==> src/rtl/branch_unit_if.sv <==
// Decoder-facing bundle of the branch unit: phase strobes, transfer requests,
// condition select, flags and target in; program counter and stack status out.
interface branch_unit_if #(
  parameter int PC_WIDTH   = 8,
  parameter int FLAG_COUNT = 4
);
  localparam int SEL_WIDTH = (FLAG_COUNT > 1) ? $clog2(FLAG_COUNT) : 1;

  logic                  increment;
  logic                  execute;
  logic                  jump;
  logic                  call;
  logic                  ret;
  logic                  cond_always;
  logic [SEL_WIDTH-1:0]  cond_sel;
  logic                  cond_invert;
  logic [FLAG_COUNT-1:0] flags;
  logic [PC_WIDTH-1:0]   target;
  logic [PC_WIDTH-1:0]   pc;
  logic                  taken;
  logic                  stack_full;
  logic                  stack_empty;
  logic                  overflow;
  logic                  underflow;

  modport master (
    output increment, execute, jump, call, ret,
    output cond_always, cond_sel, cond_invert, flags, target,
    input  pc, taken, stack_full, stack_empty, overflow, underflow
  );

  modport slave (
    input  increment, execute, jump, call, ret,
    input  cond_always, cond_sel, cond_invert, flags, target,
    output pc, taken, stack_full, stack_empty, overflow, underflow
  );
endinterface

==> src/rtl/branch_unit.sv <==
// Program counter sequencer: increments, jumps, calls and returns through an
// internal return-address stack with sticky overflow/underflow flags.
module branch_unit #(
  parameter int PC_WIDTH    = 8,
  parameter int FLAG_COUNT  = 4,
  parameter int STACK_DEPTH = 4
) (
  input logic          clock,
  input logic          clear,
  branch_unit_if.slave bus
);
  localparam int SEL_WIDTH = (FLAG_COUNT > 1) ? $clog2(FLAG_COUNT) : 1;
  localparam int FLAG_EXT  = 1 << SEL_WIDTH;
  localparam int SP_WIDTH  = $clog2(STACK_DEPTH + 1);
  localparam int IDX_WIDTH = (STACK_DEPTH > 1) ? $clog2(STACK_DEPTH) : 1;

  logic [PC_WIDTH-1:0] pc_q;
  logic [PC_WIDTH-1:0] stack_mem [STACK_DEPTH];
  logic [SP_WIDTH-1:0] sp_q;
  logic [SP_WIDTH-1:0] sp_dec;
  logic                taken_q;
  logic                suppress_q;
  logic                overflow_q;
  logic                underflow_q;

  logic [FLAG_EXT-1:0] flags_ext;
  logic [FLAG_EXT-1:0] valid_ext;
  logic                cond;
  logic                full;
  logic                empty;
  logic                want_ret;
  logic                want_call;
  logic                want_jump;
  logic                do_ret;
  logic                do_call;
  logic                transfer;

  // Selects past the last real flag land on a zero valid bit, so they can never satisfy a condition.
  assign flags_ext = FLAG_EXT'(bus.flags);
  assign valid_ext = FLAG_EXT'({FLAG_COUNT{1'b1}});
  assign cond      = bus.cond_always |
                     (valid_ext[bus.cond_sel] & (flags_ext[bus.cond_sel] ^ bus.cond_invert));

  assign full   = (sp_q == SP_WIDTH'(STACK_DEPTH));
  assign empty  = (sp_q == '0);
  assign sp_dec = sp_q - SP_WIDTH'(1);

  assign want_ret  = bus.execute & bus.ret & cond;
  assign want_call = bus.execute & bus.call & ~bus.ret & cond;
  assign want_jump = bus.execute & bus.jump & ~bus.call & ~bus.ret & cond;
  assign do_ret    = want_ret & ~empty;
  assign do_call   = want_call & ~full;
  assign transfer  = do_ret | do_call | want_jump;

  always_ff @(posedge clock) begin
    if (do_call && !clear) begin
      stack_mem[sp_q[IDX_WIDTH-1:0]] <= pc_q;
    end
  end

  // A performed transfer wins over a fetch strobe and arms suppress so the target itself is fetched first.
  always_ff @(posedge clock) begin
    if (clear) begin
      pc_q        <= '0;
      sp_q        <= '0;
      taken_q     <= 1'b0;
      suppress_q  <= 1'b0;
      overflow_q  <= 1'b0;
      underflow_q <= 1'b0;
    end else begin
      taken_q <= transfer;
      if (transfer) begin
        suppress_q <= 1'b1;
        pc_q       <= do_ret ? stack_mem[sp_dec[IDX_WIDTH-1:0]] : bus.target;
        if (do_call) begin
          sp_q <= sp_q + SP_WIDTH'(1);
        end
        if (do_ret) begin
          sp_q <= sp_dec;
        end
      end else if (bus.increment) begin
        if (suppress_q) begin
          suppress_q <= 1'b0;
        end else begin
          pc_q <= pc_q + PC_WIDTH'(1);
        end
      end
      if (want_call && full) begin
        overflow_q <= 1'b1;
      end
      if (want_ret && empty) begin
        underflow_q <= 1'b1;
      end
    end
  end

  assign bus.pc          = pc_q;
  assign bus.taken       = taken_q;
  assign bus.stack_full  = full;
  assign bus.stack_empty = empty;
  assign bus.overflow    = overflow_q;
  assign bus.underflow   = underflow_q;
endmodule

==> src/flat_wrapper.sv <==
// flat-port wrapper written by rule: the top's interface ports become plain ports
module branch_unit_flat 
#(
  parameter int PC_WIDTH    = 8,
  parameter int FLAG_COUNT  = 4,
  parameter int STACK_DEPTH = 4
)
  (clock, clear, bus_increment, bus_execute, bus_jump, bus_call, bus_ret, bus_cond_always, bus_cond_sel, bus_cond_invert, bus_flags, bus_target, bus_pc, bus_taken, bus_stack_full, bus_stack_empty, bus_overflow, bus_underflow);
  branch_unit_if #(.PC_WIDTH(PC_WIDTH), .FLAG_COUNT(FLAG_COUNT)) bus_i ();
  input logic clock;
  input logic clear;
  input wire logic [$bits(bus_i.increment)-1:0] bus_increment;
  input wire logic [$bits(bus_i.execute)-1:0] bus_execute;
  input wire logic [$bits(bus_i.jump)-1:0] bus_jump;
  input wire logic [$bits(bus_i.call)-1:0] bus_call;
  input wire logic [$bits(bus_i.ret)-1:0] bus_ret;
  input wire logic [$bits(bus_i.cond_always)-1:0] bus_cond_always;
  input wire logic [$bits(bus_i.cond_sel)-1:0] bus_cond_sel;
  input wire logic [$bits(bus_i.cond_invert)-1:0] bus_cond_invert;
  input wire logic [$bits(bus_i.flags)-1:0] bus_flags;
  input wire logic [$bits(bus_i.target)-1:0] bus_target;
  output wire logic [$bits(bus_i.pc)-1:0] bus_pc;
  output wire logic [$bits(bus_i.taken)-1:0] bus_taken;
  output wire logic [$bits(bus_i.stack_full)-1:0] bus_stack_full;
  output wire logic [$bits(bus_i.stack_empty)-1:0] bus_stack_empty;
  output wire logic [$bits(bus_i.overflow)-1:0] bus_overflow;
  output wire logic [$bits(bus_i.underflow)-1:0] bus_underflow;
  assign bus_i.increment = bus_increment;
  assign bus_i.execute = bus_execute;
  assign bus_i.jump = bus_jump;
  assign bus_i.call = bus_call;
  assign bus_i.ret = bus_ret;
  assign bus_i.cond_always = bus_cond_always;
  assign bus_i.cond_sel = bus_cond_sel;
  assign bus_i.cond_invert = bus_cond_invert;
  assign bus_i.flags = bus_flags;
  assign bus_i.target = bus_target;
  assign bus_pc = bus_i.pc;
  assign bus_taken = bus_i.taken;
  assign bus_stack_full = bus_i.stack_full;
  assign bus_stack_empty = bus_i.stack_empty;
  assign bus_overflow = bus_i.overflow;
  assign bus_underflow = bus_i.underflow;
  branch_unit #(.PC_WIDTH(PC_WIDTH), .FLAG_COUNT(FLAG_COUNT), .STACK_DEPTH(STACK_DEPTH)) u_core (.clock(clock), .clear(clear), .bus(bus_i));
endmodule
==> config.mk <==
export PLATFORM = sky130hd
export DESIGN_NAME = branch_unit_flat
export DESIGN_NICKNAME = d
export VERILOG_FILES = /design/src/rtl/branch_unit_if.sv /design/src/rtl/branch_unit.sv /design/src/flat_wrapper.sv
export SDC_FILE = /design/constraint.sdc
export NUM_CORES = 1
export LEC_CHECK = 0
export CAP_MARGIN = 20
export CORE_MARGIN = 1
export CORE_UTILIZATION = 45
export CTS_CLUSTER_SIZE = 10
export DETAILED_ROUTE_END_ITERATION = 7
export DONT_BUFFER_PORTS = 1
export HOLD_SLACK_MARGIN = 0.05
export PLACE_DENSITY_LB_ADDON = 0.1
export SYNTH_ARGS = -nofsm -noshare
export SYNTH_HDL_FRONTEND = slang
export SYNTH_SLANG_ARGS = --single-unit
==> constraint.sdc <==
create_clock -name clock -period 3.4 [get_ports clock]
set_input_delay 0.51 -clock clock [delete_from_list [all_inputs] [get_ports clock]]
set_output_delay 0.51 -clock clock [all_outputs]
set_load 0.005 [all_outputs]
Word-level counts from Yosys, hierarchy flattened
Memories as Yosys holds them, arrays and structs flattened. Cells that the tools add are included.

Memories: 1. Flip-flop bits (word level): 15. Input bits: 23. RAM bits: 32. Logic and storage cells: 56.

Add/sub/neg operators: 3. Equality and inequality tests: 2. Bitwise logic cells: 20. Reduce and logical (&&, ||, !) cells: 9. Multiplexer cells: 14. Order comparisons: 1.

Memories: u_core.stack_mem (depth 4, width 8, rd ports 1, clocked after memory_dff 0, write ports 1, line branch_unit.sv:18) `logic [PC_WIDTH-1:0] stack_mem [STACK_DEPTH];`.

Operators with widths (count): $mux W8 (4); $and A1 B1 Y1 (12); $add A8 B1 Y8 const B (1); $mux W1 (6); $mux W3 (2); $bmux W1 S2 (2); $not A1 Y1 (4); $reduce_and A2 Y1 (2); $reduce_bool A2 Y1 (2); $add A3 B1 Y3 const B (1); $eq A3 B3 Y1 const B (1); $logic_and A1 B1 Y1 (3); $logic_not A3 Y1 (1); $lt A2 B3 Y1 const B (1); $or A1 B1 Y1 (3); $sub A3 B1 Y3 const B (1); $ne A2 B2 Y1 const B (1); $logic_not A1 Y1 (1); $xor A1 B1 Y1 (1).

Longest topological paths before layout
Gate-level depths: netlist (run 1).

Word-level depth: 11. Gate-level depth with buffers: 11. Gate-level depth less buffers: 8.

Worst setup path after synthesis (run 1)
Ideal clock, no wire load.

Path kind: reg2reg. Start: reg u_core.sp_q[0]. End: mem u_core.stack_mem[3][0] (enable). Library setup time: 383 ps. Buffers on the path: 1. Arrival time: 2164 ps. Setup slack: 852 ps. Cell stages (with the launch flop): 8. Required time: 3017 ps. Path through: dfxtp_1 > buf_2 > inv_1 > ha_1 > and2_4 > nor3b_1 > nand4_1 > nor3_1.

Longest elaborated chain between the ends: 6.

RTL lines: start, declared (line branch_unit.sv:19) `logic [SP_WIDTH-1:0] sp_q;`; start signal, assigned (line branch_unit.sv:76) `sp_q <= sp_q + SP_WIDTH'(1);`; start signal, assigned (line branch_unit.sv:79) `sp_q <= sp_dec;`; $eq A3 B3 Y1 (line branch_unit.sv:44) `assign full = (sp_q == SP_WIDTH'(STACK_DEPTH));`; net bus_stack_full (line flat_wrapper.sv:24) `output wire logic [$bits(bus_i.stack_full)-1:0] bus_stack_full;`; $not A1 Y1 (line branch_unit.sv:52) `assign do_call = want_call & ~full;`; $and A1 B1 Y1 (line branch_unit.sv:52); $logic_and A1 B1 Y1 (line branch_unit.sv:56) `if (do_call && !clear) begin`; $mux W1 (line branch_unit.sv:56); $mux W1 (not written as such) (line branch_unit.sv:57) `stack_mem[sp_q[IDX_WIDTH-1:0]] <= pc_q;`; end, declared (line branch_unit.sv:18).

The timed path passes the listed nets, and every way through them passes these cells.

Worst setup path in the final report (run 1)
Start: reg u_core.sp_q[1]. End: mem u_core.stack_mem[0][1] (enable).

The elaborated chain is that of the path after synthesis.

==> results of run 1 <==
-- routing by layer --
layer | vias up | wire (µm)
met5 | - | 0
met4 | 0 | 76
met3 | 10 | 278
met2 | 43 | 2070
met1 | 612 | 1780
li1 | 610 | -
-- layout by cell type (no fill, tap or decap), types with 2 or more instances in the layout --
| cell type | count |
|---|---|
| xnor2_1 | 5 |
| edfxtp_1 | 32 |
| mux4_2 | 7 |
| buf_4 | 3 |
| nor3_1 | 2 |
| nand4_1 | 3 |
| xor2_1 | 3 |
| mux2i_1 | 5 |
| a21oi_1 | 2 |
| clkbuf_8 | 5 |
| ha_1 | 6 |
| nor3b_1 | 3 |
| and3_1 | 4 |
| and2_1 | 4 |
| nand3_1 | 2 |
| nand2_1 | 2 |
| nor2b_1 | 9 |
| nor2_1 | 8 |
| inv_1 | 7 |
| dfxtp_1 | 15 |
| a211oi_1 | 14 |
| clkbuf_1 | 2 |
| a211oi_2 | 2 |
-- worst max-delay path, stage by stage, from the launching register on --
cell     delay, ps
dfxtp_1        400
inv_1          100
ha_1           220
and2_4         190
nor3b_1        270
nand4_1        280
nor2_1         210
and2_1         480
-- worst max path at each step --
| stage | startpoint | endpoint | slack [ps] | cells after the start |
|---|---|---|---|---|
| final | u_core.sp_q[1] | u_core.stack_mem[0][1] | 870 | 7 |
| after global routing | u_core.sp_q[1] | u_core.stack_mem[0][7] | 720 | 7 |
| after CTS | u_core.sp_q[1] | u_core.stack_mem[0][7] | 850 | 7 |
| after detailed placement | u_core.sp_q[1] | u_core.stack_mem[0][4] | 870 | 7 |
| after global placement | u_core.sp_q[1] | u_core.stack_mem[2][3] | 900 | 7 |
| after floorplan | u_core.sp_q[0] | u_core.stack_mem[3][0] | 850 | 7 |
-- sequential cells by signal, indices dropped and copies added, names as in the netlist --
register / flops
u_core.stack_mem: 32
u_core.bus.pc: 8
u_core.sp_q: 3
u_core.bus.overflow: 1
u_core.bus.taken: 1
u_core.bus.underflow: 1
u_core.suppress_q: 1
-- logic make-up after synthesis --
| group | after synthesis | share of synthesized area, % |
|---|---|---|
| flip-flops | 47 | 56.2 |
| AND/OR/NAND/NOR | 47 | 12.9 |
| buffers and inverters | 15 | 4.02 |
| AO/OA/AOI/OAI | 24 | 9.26 |
| XOR/XNOR | 8 | 3.12 |
| adder cells (fa/ha/maj) | 6 | 3.35 |
| multiplexers | 14 | 11.1 |
-- power groups by stage --
| stage | clock network [W] | logic (W) | registers (W) |
|---|---|---|---|
| 6_report | 0.000393 | 0.000141 | 0.000666 |
| 5_1_grt | 0.000429 | 0.000154 | 0.000671 |
| 4_1_cts | 0.000404 | 0.000143 | 0.000667 |
| 3_5_place_dp | 0 | 0.000143 | 0.000680 |
| 3_3_place_gp | 0 | 0.000141 | 0.000678 |
| 2_1_floorplan | 0 | 0.000126 | 0.000670 |
-- through the flow --
| stage | hold slack, ps | total power (W) |
|---|---|---|
| global placement | 455 | 0.000819 |
| finish | 279 | 0.00120 |
| detailed placement | 472 | 0.000823 |
| floorplan | 450 | 0.000796 |
| global route | 259 | 0.00126 |
| CTS | 263 | 0.00121 |
-- cell type report --
cell class,count,area [µm²]
fillers,415,2360
flip-flops and latches,47,1260
multi-input cells,99,892
well taps,67,83.8
clock buffers,7,76.3
clock inverters,1,30.0
inverters,7,26.3
repair buffers,3,22.5
==> results.md, run 1 <==
* Synth Instances at 161
* Height of the die at slightly above 70 µm
* Pint at 0.000927 W
* Hold Path Class: primary input to register
* Met1 Use GR at 21.4%
* First-pass iteration count of the detailed router at 4
* Synth cell count leaders: 32 x edfxtp_1, 15 x dfxtp_1, 14 x a211oi_1
* Placed Area at approximately 0.0023 mm²
* Die W at approximately 73 µm
* First DRT Iteration DRCs at 55
* Initial antenna violation count at 0
* Clock Latency Late Sink at slightly below 300 ps
* Clock Skew at 7.76 ps
* Placed cell count at 223
* Met2 Use GR at 30.2%
* Reg-to-reg endpoint: u_core.stack_mem[0][1]
* DR vias/cell at 5.52
* Reg power frac at 55.5%
* CTS tree: done
* Area leader, netlist: edfxtp_1
* Critical Path Start Type: register
* Ports at 36
* Crit path DAT at 2460 ps
* Net Sw Frac at between 20% and 30%
* Fmax at approximately 400 MHz
* Routed via count at 1275
* Dpl hpwl at 2890 µm
* TNS Setup at 0 ps
* Pins Over Slew Limit at 0
* Clock root cell: clkbuf_8
* Drt wl/cell at 18.2 µm
* Flop-to-flop setup slack at just under 900 ps
* CTS max path bufs at 2
* Lkg Pwr at slightly below 0.8 nW
* Reg2Reg Depth at 7
* Synth warnings at 0
* CTS clk-pin slew, worst paths at 90 ps
* Busiest grt layer: met2
* Peak supply drop at 0.314 mV
* Outcome: finished clean
* Syn Area/Cell at 13.9 µm²
* Slew Limit Headroom at 61.4%
* Clock power share at 32.7%
* Yosys reg bits at 47
* CP Max Fanout at 8
* First-pass GRT wire length at 6620 µm
* RSZ-0062 raised after global routing: false
* Top cell type's share of synthesized area at 42.8%
* Post-route insts no fill at about 230
* Pre-CTS setup slack at 868 ps
* Row cnt at 25
* Cell area after layout at 0.00239 mm²
* Clock Sinks at 47
* Ranking of synthesized cells by area: edfxtp_1 43%, dfxtp_1 13%, mux4_2 7.0%, a211oi_1 4.7%, ha_1 3.3%
* Gr ovfl total at 0
* Number of global-route vias before repair at 1311
* Met3 usage at 5.66%
* Post-layout nets at 192
* Synth cell types at 42
* R2r startpoint: u_core.sp_q[1]
* Postcts setup bufs at 0
* Fin worst setup slack at around 870 ps
* Drt total wl at about 4200 µm
* # setup viols final at 0
* # DRC at 0
* NetSw at ~0.00027 W
* Kind of critical path: register to register
* Port Buf Inserts at 0
* Ratio of cells with drive above 1 in the final layout at 18.3%
* Core area at around 0.0048 mm²
* Full die area at 0.00527 mm²
* Register area share after synthesis at 56.2%
* All-Layer GR Usage at 17.9%
* Cell area after synthesis at 0.00224 mm²
* Routability congestion estimate at 0.768
* Max Cap Violations at 0
* Hold path endpoint: u_core.bus.pc[2]
* Post-route ant nets at 0
* Most common cell in the netlist: edfxtp_1
* Htree depth at 2
* Hold Fails Final Rpt at 0
* Hold buffer count at CTS at 0
* Logic pwr share at 11.7%
* Worst-Margin Slew at 578 ps
* Hold Crit Depth at 1
* Post-synth EDFFs at 32
* WP data required at around 3300 ps
* Resized cells post-CTS at 0
* Largest net degree at the start of global routing at 19
* Asr flop ratio synth at 0%
* CTS buffer count at 5
* Pwr Density at 502 mW/mm²
* Ant diodes at 0
* Final Util at about 50%
* Initial Util at 47.2%
* Syn Nets at between 150 and 200
* CP endpoint kind: register
* Fin crit period at between 2000 and 3000 ps
* Min-Delay Startpoint: clear
* Area delta synth->final at 6.64%
* Final period utilization at 74.3%
* Synth Flop Type: edfxtp_1
Power figures use the tool's default switching activity.
==> run 2, diff against run 1 <==
clock period = 2 ns   (was 3.4 ns; I/O delays follow)
==> results.md, run 2 (synthesis gave the netlist of run 1 again) <==
* M1 WL at 1890 µm
* Area of the multi-input gates at approximately 940 µm²
* Critical path buffers and inverters at 1
* Worst hold margin at 61.9 ps
* Delay-heaviest family, CP: compound AO/OA/AOI/OAI gates
* First-pass iteration count of the detailed router at 4
* Commonest cells after routing, fill and taps aside: 32 x edfxtp_1, 16 x buf_4, 14 x a211oi_1, 14 x dfxtp_1, 9 x nor2b_1
* Placed Area at 0.00241 mm²
* Drt wl/cell at 18.1 µm
* Routed via count at 1364
* DR vias/cell at 5.52
* Cell area after layout at roughly 0.0026 mm²
* Max Cap Violations at 0
* Die W at 72.6 µm
* Pwr Density at around 770 mW/mm²
* Hold Fails Final Rpt at 0
* Initial antenna violation count at 0
* Top sig layer: met4
* Worst path cell trace: inv_2, ha_4, and2_4, a211oi_4, nand4_1, mux2_4, a221oi_2, a311oi_2
* Slowest-stage cell, CP: dfxtp_1
* RSZ-0062 raised after global routing: false
* Ratio of cells with drive above 1 in the final layout at between 30% and 40%
* Most common cell after layout, fill and taps aside: edfxtp_1
* Htree depth at 2
* Outcome: finished clean
* First DRT Iteration DRCs at 41
* TNS Setup at 0 ps
* Fin crit period at 1910 ps
* Number of global-route vias before repair at 1357
* Port Buf Inserts at 0
* Fill count at 434
* Post-route ant nets at 0
* Full die area at between 0.005 and 0.006 mm²
* Met2 routed WL at between 2000 and 2500 µm
* CP Max Fanout at 4
* Fmax at 525 MHz
* CP endpoint kind: register
* Max stage delay on crit path at 350 ps
* Largest register FFs at 32
* Area delta synth->final at 14.4%
* Clock Sinks at 47
* Critical Path Start Type: register
* CTS buffer count at 5
* Pre-CTS setup slack at -22.2 ps
* Ports at 36
* Ant diodes at 0
* Clock Skew at ~4.2 ps
* Pins Over Slew Limit at 0
* Gr ovfl total at 0
* Row cnt at 25
* # DRC at 0
* CTS max path bufs at 2
* WP data required at 2180 ps
* Dpl hpwl at slightly below 3000 µm
* Slew Limit Headroom at between 70 and 80%
* Hold Path Class: primary input to register
* CTS clk-pin slew, worst paths at 80 ps
* WL met3 at 235 µm
* First-pass GRT wire length at ~6800 µm
* Clock Latency Late Sink at 290 ps
* Routability congestion estimate at 0.792
* Lkg Pwr at 0.882 nW
* Largest net degree at the start of global routing at 19
* Worst-Margin Slew at 318 ps
* Fin worst setup slack at 93.7 ps
* Register area at approximately 0.0013 mm²
* Peak supply drop at roughly 0.4 mV
* Clock root cell: clkbuf_8
* Crit path DAT at 2090 ps
* Kind of critical path: register to register
* Drt total wl at 4470 µm
* # setup viols final at 0
* CTS tree: done
* All-Layer GR Usage at 18.3%
* Core area at around 0.0048 mm²
* Post-layout nets at about 210
* Initial Util at 47.2%
* Final period utilization at a little over nine tenths
* Height of the die at about 73 µm
## run 2: cell types whose count changed in the layout (fill, tap and decap cells not counted), sizes merged
cell / previous run / this run
clkinvlp: 0 / 1
dlygate4sd3: 0 / 1
clkinv: 0 / 1
clkbuf: 7 / 6
bufinv: 1 / 0
buf: 3 / 18
## run 2: layout make-up
type / instances / area share (%)
Sequential cell: 47 / 49.2
Tap cell: 67 / 3.27
Timing Repair Buffer: 19 / 6.29
Clock buffer: 6 / 2.83
Multi-Input combinational cell: 99 / 36.8
Clock inverter: 2 / 0.488
Inverter: 7 / 1.12
## run 2: power by group
part           internal, W  switching [W]  leakage [nW]
Clock             0.000244       0.000303        0.0412
Combinational     0.000170       0.000158         0.430
Sequential         0.00108      0.0000276         0.411
Total              0.00150       0.000489         0.882
## run 2: timing repair
action,CTS,global route
setup endpoints to repair,24,34
endpoints found under the hold margin,0,2
resized for setup,0,4
buffers inserted,1,3
hold buffers,0,1
pin swaps,1,7
## run 2: path summary, 6_finish.rpt
kind | cells past startpoint | endpoint | slack, ps | start
worst max-delay path | 8 | u_core.bus.pc[7] | 90 | u_core.sp_q[1]
worst min-delay path | 1 | u_core.sp_q[0] | 60 | clear
worst max register to register | 8 | u_core.bus.pc[7] | 90 | u_core.sp_q[1]
worst min register to register | 2 | u_core.suppress_q | 470 | u_core.suppress_q
## run 2: metrics by stage
stage               total power [W]  util, %  instances
floorplan                   0.00137        -        161
global placement            0.00143     50.7        234
detailed placement          0.00144     50.7        234
CTS                         0.00198     52.6        243
global route                0.00208     54.0        247
finish                      0.00199     54.0        247
## run 2: routing by layer
| layer | global-route usage (%) | vias to the layer above |
|---|---|---|
| li1 | - | 644 |
| met1 | 22.4 | 672 |
| met2 | 31.2 | 40 |
| met3 | 5.25 | 8 |
| met4 | 5.88 | 0 |
| met5 | 0 | - |
==> run 3, diff against run 2 <==
ABC_AREA = 1   (was default)
GPL_ROUTABILITY_DRIVEN = 1   (was default)
clock period = 1.6 ns   (was 2 ns; I/O delays follow)
==> results.md, run 3 <==
* Outcome: finished clean
* CTS max path bufs at 2
* DR vias/cell at 5.09
* Kind of critical path: register to register
* Min-Delay Startpoint: bus_increment
* Worst path most repeated cell: nand2_1
* WP data required at 1780 ps
* Critical path buffers and inverters at 3
* Clock Sinks at 47
* CTS buffer count at 5
* TNS Setup at 0 ps
* Initial antenna violation count at 0
* Clock root cell: clkbuf_8
* First-pass GRT wire length at ~9000 µm
* Row cnt at 26
* Reg-to-reg endpoint: u_core.bus.pc[6]
* Fin crit period at 1570 ps
* Ranking of synthesized cells by area: edfxtp_1 39%, dfxtp_1 12%, nand2_1 9.8%, inv_1 5.8%, o21ai_0 5.7%
* Clock Latency Late Sink at approximately 300 ps
* Slew Limit Headroom at between 70% and 80%
* Worst path cell trace: inv_4, ha_4, buf_12, buf_4, nand3_1, nand2_1, nand4_1, nand2_1, nand2_1, nand2_1, a21oi_1
* Core area at 0.00517 mm²
* Syn Area/Cell at between 8 and 9 µm²
* CTS clk-pin slew, worst paths at 80 ps
* Synth cell types at 27
* Synth cell count leaders: 64 x nand2_1, 38 x inv_1, 32 x edfxtp_1
* Routed via count at 1975
* Fmax at 636 MHz
* Lkg Pwr at 1.28 nW
* Placed Area at 0.00280 mm²
* Synth warnings at 0
* Largest net degree at the start of global routing at 21
* Fill count at 479
* Hold Fails Final Rpt at 0
* Dpl hpwl at 4090 µm
* Synth Flop Type: edfxtp_1
* Flop-to-flop setup slack at about 28 ps
* Area of the multi-input gates at 0.00105 mm²
* CP endpoint kind: register
* Peak supply drop at roughly 0.58 mV
* Port Buf Inserts at 0
* Pins Over Slew Limit at 0
* Ant diodes at 0
* M1 WL at between 2000 and 3000 µm
* Asr flop ratio synth at 0%
* Drt total wl at 5570 µm
* CP Max Fanout at 5
* Max Cap Violations at 0
* WL met3 at 204 µm
* Yosys reg bits at 47
* Register area share after synthesis at 51.6%
* Most common cell in the netlist: nand2_1
* Reg2Reg Depth at 11
* Final period utilization at 98.2%
* # setup viols final at 0
* Clock Skew at 9.82 ps
* Total power at between 0.002 and 0.003 W
* Full die area at 0.00573 mm²
* Delay-heaviest family, CP: simple AND/OR/NAND/NOR gates
* Met2 routed WL at 2750 µm
* Initial Util at 47.3%
* RSZ-0062 raised after global routing: true
* First DRT Iteration DRCs at 113
* Cell area after layout at between 0.003 and 0.004 mm²
* # DRC at 0
* Top sig layer: met4
* Hold path endpoint: u_core.suppress_q
* Largest register FFs at 32
* Most common cell after layout, fill and taps aside: nand2_1
* All-Layer GR Usage at 22.1%
* Ratio of cells with drive above 1 in the final layout at a little over a quarter
* Ports at 36
* Hold Path Class: primary input to register
* Max stage delay on crit path at 360 ps
* Drt wl/cell at 14.4 µm
* Hold Crit Depth at 3
* Syn Nets at 308
* CTS tree: done
* Post-route ant nets at 0
* Post-synth EDFFs at 32
* Synth Instances at around 280
* Post-layout nets at 346
* Post-route insts no fill at 388
* Register area at 0.00126 mm²
* Number of global-route vias before repair at 1795
* Area leader, netlist: edfxtp_1
* Area delta synth->final at 23.3%
* Worst-Margin Slew at 354 ps
* First-pass iteration count of the detailed router at 4
* Cell area after synthesis at 0.00244 mm²
* Critical Path Start Type: register
* Pre-CTS setup slack at -38.4 ps
* Htree depth at 2
* Commonest cells after routing, fill and taps aside: 62 x nand2_1, 32 x inv_1, 32 x buf_4, 32 x edfxtp_1, 23 x nor2_1
* R2r startpoint: u_core.sp_q[0]
* Crit path DAT at 1750 ps
* Pwr Density at about 960 mW/mm²
* Height of the die at 75.7 µm
* Slowest-stage cell, CP: dfxtp_2
* Die W at 75.7 µm
* Fin worst setup slack at 28.5 ps
* Routability congestion estimate at 0.769
* Critical path depth in cells at 11
* Gr ovfl total at 0
* Placed cell count at between 300 and 400
* Top cell type's share of synthesized area at 39.3%
==> run 3: cell types whose count changed after synthesis, sizes merged, moves of 9 or more <==
| cell | delta |
|---|---|
| nand2 | +64 |
| inv | +32 |
| o21ai | +27 |
| nor2 | +23 |
| a211oi | -15 |
| nand3 | +15 |
| nor2b | -9 |
==> run 3: logic make-up after synthesis <==
group,Yosys count,synth area share (%)
compound gates,44,9.67
xor+xnor,3,1.07
fa+ha+maj,6,3.07
buf+inv,48,8.70
flops,47,51.6
simple gates,131,25.9
==> run 3: worst max path at each step <==
| stage | start | end | slack, ps |
|---|---|---|---|
| 2_1_floorplan | u_core.sp_q[0] | u_core.stack_mem[0][0] | -220 |
| 3_3_place_gp | u_core.sp_q[0] | u_core.bus.pc[5] | -20 |
| 3_5_place_dp | u_core.sp_q[1] | u_core.bus.pc[5] | -40 |
| 4_1_cts | u_core.sp_q[1] | u_core.bus.pc[5] | 10 |
| 5_1_grt | u_core.sp_q[0] | u_core.bus.pc[1] | -70 |
| 6_report | u_core.sp_q[0] | u_core.bus.pc[6] | 30 |
==> run 3: worst min-delay path: cells and delay by family <==
family / cells / cell delay, ps
simple gates: 2 / 120
buf+inv: 1 / 30
==> run 3: routing by layer <==
metal  up-vias  GRT usage, %
li1        998             -
met4         0          5.56
met3         6          4.50
met1       929          30.5
met2        42          35.6
met5         -             0
==> run 3: layout make-up <==
class / instances / share of cell area, %
clock buffers: 5 / 2.28
clock inverters: 3 / 1.41
inverters: 40 / 5.31
multi-input cells: 184 / 34.7
flip-flops and latches: 47 / 41.9
well taps: 70 / 2.91
repair buffers: 39 / 11.4
==> run 3: metrics by stage <==
| step | utilization [%] | hold slack, ps |
|---|---|---|
| 2_1_floorplan | - | 429 |
| 3_3_place_gp | 54.1 | 311 |
| 3_5_place_dp | 54.1 | 313 |
| 4_1_cts | 56.5 | 123 |
| 5_1_grt | 58.3 | 157 |
| 6_report | 58.3 | 124 |
==> run 3: repair_timing <==
item                                    4_1_cts  5_1_grt
hold buffers                                  1        0
endpoints found under the setup margin        3        9
resized for setup                             6       21
pin swaps                                     2       31
setup buffers                                 0        7
endpoints found under the hold margin         7        0
gates cloned                                  0        0
==> run 3: power by group <==
| part | internal, W | total, W | switching, W |
|---|---|---|---|
| clock network | 0.000466 | 0.000878 | 0.000412 |
| registers | 0.00135 | 0.00139 | 0.0000375 |
| logic | 0.000284 | 0.000636 | 0.000352 |
| total | 0.00210 | 0.00290 | 0.000801 |
==> edit, RTL diff (settings of run 1) <==
`STACK_DEPTH` is set to 4 in 2 places; all go to 8.
--- a/src/rtl/branch_unit.sv
+++ b/src/rtl/branch_unit.sv
@@ -3,7 +3,7 @@
 module branch_unit #(
   parameter int PC_WIDTH    = 8,
   parameter int FLAG_COUNT  = 4,
-  parameter int STACK_DEPTH = 4
+  parameter int STACK_DEPTH = 8
 ) (
   input logic          clock,
   input logic          clear,
--- a/src/flat_wrapper.sv
+++ b/src/flat_wrapper.sv
@@ -3,7 +3,7 @@
 #(
   parameter int PC_WIDTH    = 8,
   parameter int FLAG_COUNT  = 4,
-  parameter int STACK_DEPTH = 4
+  parameter int STACK_DEPTH = 8
 )
   (clock, clear, bus_increment, bus_execute, bus_jump, bus_call, bus_ret, bus_cond_always, bus_cond_sel, bus_cond_invert, bus_flags, bus_target, bus_pc, bus_taken, bus_stack_full, bus_stack_empty, bus_overflow, bus_underflow);
   branch_unit_if #(.PC_WIDTH(PC_WIDTH), .FLAG_COUNT(FLAG_COUNT)) bus_i ();
Formal check against the unedited RTL: not equivalent (Yosys sat finds a counterexample within 10 cycles, from zero or initial values).
==> edit against run 1 <==
- sequential cell count rose by 33
- final area rose by 64%
- worst setup slack worse by 0.22 ns
- wire length rose by 78%
- total power rose by 84%
- area after synthesis grew 59%
- non-clock buffer count rose by 9
- clock power rose by 100%
- sequential power up 73%
- sequential share of layout area increased by 4.4 points
- critical endpoint is now u_core.stack_mem[0][0]
- largest cell class unchanged
- largest power group unchanged
==> edit: results <==
metrics = {
    "run_status": {
        "run_status": "finished clean",
    },
    "power_and_ir_drop": {
        "leakage_nw": 1.30,
        "peakVddDrop_uv": 285,
    },
    "synthesis": {
        "post_synthesis_net_count": 261,
        "synthDistinctLibCells": 46,
        "number_of_synthesized_flops_with_an_enable_pin": 64,
        "synth_seq_area_share": 0.629,
    },
    "place": {
        "hpwlAfterDp_microns": 5180,
        "gp_routability_congestion": 0.775,
    },
    "grt": {
        "largest_net_degree_at_the_start_of_global_routing": 23,
        "grtUsageTotal": 0.199,
        "via_count_of_the_first_global_routing_pass": 2073,
        "grt_first_pass_wirelength_microns": 11900,
    },
    "clock_tree": {
        "cts_max_level": 3,
        "worst_skew_pair.late_latency_ns": 0.34,
        "clock_tree_buf_depth": 2,
        "cts_resized": 0,
        "numCtsBuffers": 9,
    },
    "cells_and_area": {
        "nFillCells": 688,
        "largest_reg_flops": 64,
        "final_net_count": 272,
    },
    "drt": {
        "num_vias": 1984,
        "wire_length_after_detailed_routing_microns": 7490,
        "initialDrtViolationCount": 186,
    },
    "timing": {
        "fin_skew_ns": 0.00842,
    },
    "critical_path": {
        "worst-path-max-fanout": 5,
        "cp_data_arrival_time_ns": 2.81,
    },
}
[edit: changes by cell type in the layout (fill, tap and decap cells not counted), sizes merged, moves of 5 or more]
cell / change
edfxtp: +32
nand2: +13
a211oi: -11
buf: +9
mux2: +8
mux4: +8
a31oi: +6
o21ai: +5
[edit: where the power goes]
part | switching (W) | internal [W]
sequential | 0.0000545 | 0.00110
combinational | 0.000134 | 0.000135
clock | 0.000365 | 0.000421
[edit: cell families after synthesis]
kind of cell    after synthesis  share of synthesized area
mux                          31                      0.150
compound gates               27                     0.0544
simple gates                 68                      0.103
buf+inv                      17                     0.0288
xor+xnor                      9                     0.0242
fa+ha+maj                     3                     0.0105
flops                        80                      0.629
[edit: path summary, 6_finish.rpt]
| kind | endpoint | slack (ns) | cells past startpoint |
|---|---|---|---|
| min | u_core.bus.pc[1] | 0.23 | 1 |
| max | u_core.stack_mem[0][0] | 0.65 | 8 |
| min reg2reg | u_core.bus.underflow | 0.50 | 2 |
| max reg2reg | u_core.stack_mem[0][0] | 0.65 | 8 |
[edit: through the flow]
stage | hold WS, ns | power (W) | instance area, sq um | instances | setup WS, ns
final | 0.228 | 0.00221 | 3930 | 353 | 0.651
after global routing | 0.208 | 0.00230 | 3930 | 353 | 0.323
after CTS | 0.210 | 0.00223 | 3930 | 353 | 0.620
after detailed placement | 0.494 | 0.00145 | 3700 | 337 | 0.625
after global placement | 0.467 | 0.00146 | 3700 | 337 | 0.652
after floorplan | 0.454 | 0.00138 | 3570 | 235 | 0.489
[edit: layout make-up]
cell class,count,share of cell area
clock buffers,9,0.0315
flip-flops and latches,80,0.571
clock inverters,7,0.0258
well taps,102,0.0325
repair buffers,12,0.0229
multi-input cells,138,0.311
inverters,5,0.00478
[edit: worst max-delay path: stages (launching register included)]
cell and delay [ns]:
sky130_fd_sc_hd__dfxtp_1 0.39, sky130_fd_sc_hd__inv_1 0.09, sky130_fd_sc_hd__ha_1 0.26, sky130_fd_sc_hd__and3b_1 0.27, sky130_fd_sc_hd__nor2b_1 0.19, sky130_fd_sc_hd__and4_2 0.30
sky130_fd_sc_hd__nand3_1 0.15, sky130_fd_sc_hd__nor3_1 0.55, sky130_fd_sc_hd__buf_4 0.27
[edit: per-layer routing]
layer	GRT usage	up-vias	wire [microns]
li1	-	937	-
met1	0.272	969	3350
met2	0.315	69	3560
met3	0.0377	9	452
met4	0.0807	0	129
met5	0	-	0
